==> src/rtl/vec_pipe_pkg.sv <==
// Shared types and default constants for the vector pipeline chain.
// The optional statistics counters (VEC_PIPE_STATS_EN) use sat_inc16.
package vec_pipe_pkg;

  localparam int unsigned DEF_REGISTER_SIZE = 8;
  localparam int unsigned DEF_VECTOR_SIZE   = 4;
  localparam int unsigned DEF_SEL_BITS      = 4;
  localparam int unsigned DEF_CTRL_W        = 25;
  localparam int unsigned DEF_STAGES        = 3;

  typedef logic [DEF_VECTOR_SIZE-1:0][DEF_REGISTER_SIZE-1:0] vec_t;

  typedef struct packed {
    logic                    valid;
    logic [DEF_CTRL_W-1:0]   ctrl;
    vec_t                    vec1;
    vec_t                    vec2;
    logic [DEF_SEL_BITS-1:0] rdst;
    logic                    wr_en;
  } slot_t;

  function automatic logic [15:0] sat_inc16(input logic [15:0] v);
    return (v == '1) ? v : v + 16'd1;
  endfunction

endpackage

==> src/rtl/vec_pipe_slot.sv <==
// One pipeline slot: valid bit plus flat payload with load, hold and kill.
// Kill clears only the valid bit; the payload is don't-care once invalid.
module vec_pipe_slot #(
  parameter int unsigned W = 8
) (
  input  logic         clk,
  input  logic         rst,
  input  logic         load,
  input  logic         kill,
  input  logic         in_valid,
  input  logic [W-1:0] in_data,
  output logic         valid,
  output logic [W-1:0] data
);

  always_ff @(posedge clk or negedge rst) begin
    if (!rst) begin
      valid <= 1'b0;
      data  <= '0;
    end else if (kill) begin
      valid <= 1'b0;
    end else if (load) begin
      valid <= in_valid;
      data  <= in_data;
    end
  end

endmodule

==> src/rtl/vec_pipe_chain.sv <==
// Stall/flush-able instruction pipeline with read-after-write hazard detection.
// Define VEC_PIPE_STATS_EN to add saturating stall/bubble/flush counters.
module vec_pipe_chain
  import vec_pipe_pkg::*;
#(
  parameter int unsigned REGISTER_SIZE = DEF_REGISTER_SIZE,
  parameter int unsigned VECTOR_SIZE   = DEF_VECTOR_SIZE,
  parameter int unsigned SEL_BITS      = DEF_SEL_BITS,
  parameter int unsigned CTRL_W        = DEF_CTRL_W,
  parameter int unsigned STAGES        = DEF_STAGES
) (
  input  logic                                      clk,
  input  logic                                      rst,
  input  logic                                      in_valid,
  input  logic [CTRL_W-1:0]                         in_ctrl,
  input  logic [VECTOR_SIZE-1:0][REGISTER_SIZE-1:0] in_vec1,
  input  logic [VECTOR_SIZE-1:0][REGISTER_SIZE-1:0] in_vec2,
  input  logic [SEL_BITS-1:0]                       in_rsel1,
  input  logic [SEL_BITS-1:0]                       in_rsel2,
  input  logic [SEL_BITS-1:0]                       in_rdst,
  input  logic                                      in_wr_en,
  input  logic                                      stall,
  input  logic                                      flush,
  output logic                                      in_ready,
  output logic                                      hazard,
  output logic                                      out_valid,
  output logic [CTRL_W-1:0]                         out_ctrl,
  output logic [VECTOR_SIZE-1:0][REGISTER_SIZE-1:0] out_vec1,
  output logic [VECTOR_SIZE-1:0][REGISTER_SIZE-1:0] out_vec2,
  output logic [SEL_BITS-1:0]                       out_rdst,
  output logic                                      out_wr_en,
  output logic [$clog2(STAGES+1)-1:0]               occupancy
`ifdef VEC_PIPE_STATS_EN
  ,
  output logic [15:0]                               stall_cnt,
  output logic [15:0]                               bubble_cnt,
  output logic [15:0]                               flush_cnt
`endif
);

  localparam int unsigned OCC_W = $clog2(STAGES+1);
  localparam int unsigned PW    = CTRL_W + 2*VECTOR_SIZE*REGISTER_SIZE + SEL_BITS + 1;

  logic [STAGES-1:0] valid;
  logic [PW-1:0]     slot_data [STAGES];
  logic [PW-1:0]     pay_in;
  logic              accept;
  logic              shift_en;

  // Payload layout: {ctrl, vec1, vec2, rdst, wr_en}; wr_en at bit 0, rdst just above.
  assign pay_in   = {in_ctrl, in_vec1, in_vec2, in_rdst, in_wr_en};
  assign in_ready = !stall && !hazard && !flush;
  assign accept   = in_valid && in_ready;
  assign shift_en = !stall;

  always_comb begin
    hazard = 1'b0;
    for (int unsigned i = 0; i < STAGES; i++) begin
      if (in_valid && valid[i] && slot_data[i][0] &&
          (slot_data[i][SEL_BITS:1] == in_rsel1 || slot_data[i][SEL_BITS:1] == in_rsel2))
        hazard = 1'b1;
    end
  end

  for (genvar g = 0; g < STAGES; g++) begin : g_slot
    if (g == 0) begin : g_head
      vec_pipe_slot #(.W(PW)) u_slot (
        .clk      (clk),
        .rst      (rst),
        .load     (shift_en),
        .kill     (flush),
        .in_valid (accept),
        .in_data  (pay_in),
        .valid    (valid[g]),
        .data     (slot_data[g])
      );
    end else begin : g_body
      vec_pipe_slot #(.W(PW)) u_slot (
        .clk      (clk),
        .rst      (rst),
        .load     (shift_en),
        .kill     (flush),
        .in_valid (valid[g-1]),
        .in_data  (slot_data[g-1]),
        .valid    (valid[g]),
        .data     (slot_data[g])
      );
    end
  end

  assign out_valid = valid[STAGES-1];
  assign {out_ctrl, out_vec1, out_vec2, out_rdst, out_wr_en} = slot_data[STAGES-1];

  always_comb begin
    occupancy = '0;
    for (int unsigned i = 0; i < STAGES; i++)
      occupancy = occupancy + OCC_W'(valid[i]);
  end

`ifdef VEC_PIPE_STATS_EN
  always_ff @(posedge clk or negedge rst) begin
    if (!rst) begin
      stall_cnt  <= '0;
      bubble_cnt <= '0;
      flush_cnt  <= '0;
    end else begin
      if (stall)
        stall_cnt <= sat_inc16(stall_cnt);
      if (flush)
        flush_cnt <= sat_inc16(flush_cnt);
      if (!stall && !flush && !accept)
        bubble_cnt <= sat_inc16(bubble_cnt);
    end
  end
`endif

endmodule

==> config.mk <==
export PLATFORM = sky130hd
export DESIGN_NAME = vec_pipe_chain
export DESIGN_NICKNAME = d
export VERILOG_FILES = /design/src/rtl/vec_pipe_pkg.sv /design/src/rtl/vec_pipe_slot.sv /design/src/rtl/vec_pipe_chain.sv
export SDC_FILE = /design/constraint.sdc
export NUM_CORES = 1
export LEC_CHECK = 0
export BUFFER_PORTS_ARGS = -buffer_cell sky130_fd_sc_hd__buf_2
export CORE_AREA = 10 10 152 154
export CTS_CLUSTER_SIZE = 30
export DETAILED_ROUTE_END_ITERATION = 8
export DIE_AREA = 0 0 162 164
export PLACE_DENSITY = 0.79
export RECOVER_POWER = 50
export SETUP_SLACK_MARGIN = 0.3
export SKIP_CTS_REPAIR_TIMING = 1
export SYNTH_ARGS = -nofsm -noshare
export SYNTH_HDL_FRONTEND = slang
export SYNTH_SLANG_ARGS = --single-unit
==> constraint.sdc <==
create_clock -name clk -period 3.2 [get_ports clk]
set_clock_uncertainty 0.05 [all_clocks]
set_input_delay 0.16 -clock clk [delete_from_list [all_inputs] [get_ports clk]]
set_output_delay 0.16 -clock clk [all_outputs]
set_load 0.01 [all_outputs]
==> impl_metrics.json <==
{
  "detail_route.vias_per_cell": 5.08,
  "status": "complete, but fails checks",
  "final-hold-violation-count": 0,
  "post-place-ws_ns": 1.49,
  "fin_cells": 1245,
  "path_delay_family": "buffers and inverters",
  "netlist-cell-type-count": 15,
  "share_of_post_route_cells_with_drive_strength_above_1_pct": 46.1,
  "timing.critical_path.fanout_max": 117,
  "areaGrowthSynthToFinish_pct": 29.6,
  "antenna_found_initial": 1,
  "mappedNetlistNets": 751,
  "failed_checks": "capacitance limit, slew limit",
  "synthesis.area_mm2": 0.0108,
  "fill_cells": 1354,
  "final-setup-viol-count": 0,
  "rsz0062_at_grt": "false",
  "numPlacedInstances": 1094,
  "post-layout-total-power_mw": 10.4,
  "core_area_mm2": 0.0200,
  "grt.total_usage_pct": 15.0,
  "critical_path.n_buffers_inverters": 3,
  "first_global_vias": 6385,
  "synth_top_area_share_pct": 65.9,
  "maxCapViolCount": 1,
  "end_kind": "async pin",
  "tightestPinTransition_ns": 1.57,
  "finalNetCount": 1061,
  "total_number_of_vias": 6322,
  "final_core_utilization_pct": 70.0,
  "routed_wl_um": 22800,
  "drc": 0,
  "critical_path_top_delay_cell": "sky130_fd_sc_hd__clkbuf_4",
  "critical_path_arrival_ns": 2.76,
  "clock_tree_from_tritoncts": "yes",
  "fmax_mhz": 430,
  "clkLatencyLatePin_ns": 0.52,
  "post-synth-top-area-cell": "sky130_fd_sc_hd__dfrtp_1",
  "whs_ns": 0.0695,
  "timing.final.crit_share_pct": 72.6,
  "power.ir.vdd_worst_v": 0.000468,
  "synth_area_leaders": "sky130_fd_sc_hd__dfrtp_1, sky130_fd_sc_hd__mux2_2, sky130_fd_sc_hd__xor2_1",
  "placedInstanceArea_mm2": 0.0122,
  "die_y_um": 164,
  "worst_hold_path_type": "input pin to flip-flop",
  "rows": 52,
  "final_max_slew_viol_count": 117,
  "drt_iter0_markers": 266,
  "chipWidth_um": 162,
  "finalSetupTns_ns": 0,
  "power.static_leakage_nw": 6.13,
  "route.detailed.wl_per_inst_um": 18.3,
  "cts_inserted_buffers": 29,
  "clockRootBuffer": "sky130_fd_sc_hd__clkbuf_16",
  "postSynthCellCount": 643,
  "hpwl_um": 13800,
  "yosysWarningCount": 0,
  "finish.instance_area_mm2": 0.0140,
  "post_synth.cell_area_avg_um2": 16.8,
  "die_area_mm2": 0.0266,
  "path_clk_slew_ns": 0.06,
  "largest_net_degree_at_the_start_of_global_routing": 144,
  "ys_seq_elements": 285,
  "fin_crit_ns": 2.32,
  "path_cells": "dlygate4sd3_1 -> clkbuf_4 -> clkbuf_1",
  "buffer_ports.inserted": 205,
  "starting_density_of_the_core_pct": 54.0,
  "power.density_mw_per_mm2": 740,
  "cts.path.max_buffers": 3,
  "cts.sinks": 285,
  "portion_of_the_post_synthesis_area_used_by_sequential_elements_pct": 65.9,
  "critical-path-max-stage-delay_ns": 1.15,
  "overflow_after_grt": 0,
  "detail_route.first_pass.iterations": 4,
  "critPathRequiredTime_ns": 3.63,
  "cts_max_level": 1,
  "wire_length_of_the_first_global_routing_pass_um": 33300,
  "number_of_top_level_pins": 206,
  "max-slew-margin-rel_pct": -4.86,
  "place.gp.congestion": 0.817,
  "drt_antenna_net_count": 0,
  "worst_setup_path_start_kind": "input pin",
  "worst_setup_path_category": "input pin to async pin",
  "postLayoutSetupSlackWorst_ns": 0.875
}
-- cells in the mapped netlist (all sizes together) --
cell type,count
a32o,1
and2b,1
and3,1
buf,31
dfrtp,285
fa,1
inv,1
mux2,282
mux2i,2
nor2,3
nor3,1
nor4,6
o2111ai,2
o211ai,2
xor2,24
-- per-layer routing --
layer / up-vias / wire, um / global-route usage (%)
met3: 33 / 1800 / 6.16
li1: 2897 / - / -
met2: 176 / 11300 / 23.3
met5: - / 0 / 0
met4: 0 / 335 / 3.60
met1: 3216 / 9360 / 19.4
-- layout make-up --
type | count | area (um2) | share of cell area [%]
well taps | 270 | 338 | 2.41
clock inverters | 13 | 195 | 1.39
repair buffers | 310 | 1970 | 14.1
clock buffers | 39 | 843 | 6.01
flip-flops and latches | 285 | 7130 | 50.8
inverters | 1 | 3.75 | 0.0268
diodes | 1 | 2.50 | 0.0178
multi-input cells | 326 | 3540 | 25.3
-- cells in the final DEF (no fill, tap or decap), drive strengths merged --
master       Yosys  layout
nor4             6       6
clkbuf           0     138
dlygate4sd3      0      98
mux2i            2       2
diode            0       1
o211ai           2       2
buf             31     113
mux2           282     282
clkinv           0       6
a32o             1       1
nor2             3       3
dfrtp          285     285
and2b            1       1
xor2            24      24
nor3             1       1
clkinvlp         0       2
and3             1       1
o2111ai          2       2
fa               1       1
bufinv           0       5
inv              1       1
-- power by group --
part / switching (mW) / internal (mW) / total [mW]
Combinational: 0.852 / 0.999 / 1.85
Sequential: 0.504 / 4.47 / 4.97
Clock: 1.32 / 2.24 / 3.56
Total: 2.68 / 7.71 / 10.4
-- worst register-to-register path, cell delays in order, from the launching register on --
cell,delay (ns)
sky130_fd_sc_hd__dfrtp_1,0.43
sky130_fd_sc_hd__xor2_1,0.16
sky130_fd_sc_hd__nor4_1,0.27
sky130_fd_sc_hd__o211ai_1,0.16
sky130_fd_sc_hd__and3_1,0.20
sky130_fd_sc_hd__a32o_1,0.25
-- logic make-up (layout without fill, tap and decap cells) --
group / Yosys count / count (layout) / share of synthesized area [%]
fa+ha+maj: 1 / 1 / 0.185
compound gates: 5 / 5 / 0.393
flops: 285 / 285 / 65.9
mux: 284 / 284 / 29.5
simple gates: 12 / 12 / 0.624
other cells: 0 / 1 / 0
buf+inv: 32 / 363 / 1.47
xor+xnor: 24 / 24 / 1.94
-- state kept, by name, indices dropped and copies added (netlist names) --
| name | flops |
|---|---|
| g_slot.g_head.u_slot.valid | 1 |
| g_slot.g_body.u_slot.data | 188 |
| g_slot.g_body.u_slot.valid | 2 |
| g_slot.g_head.u_slot.data | 94 |
-- path summary, 6_finish.rpt --
kind | startpoint | to | slack [ns] | depth (start not counted)
max reg2reg | g_slot[2].g_body.u_slot.data[4] | g_slot[0].g_head.u_slot.valid | 1.58 | 5
min reg2reg | g_slot[0].g_head.u_slot.data[34] | g_slot[1].g_body.u_slot.data[34] | 0.45 | 1
min in group asynchronous | rst | g_slot[2].g_body.u_slot.data[4] | 0.54 | 2
min | in_valid | g_slot[0].g_head.u_slot.valid | 0.07 | 3
max | rst | g_slot[0].g_head.u_slot.data[88] | 0.88 | 3
max in group clk | g_slot[0].g_head.u_slot.data[4] | in_ready | 0.93 | 6
Power figures use the tool's default switching activity.
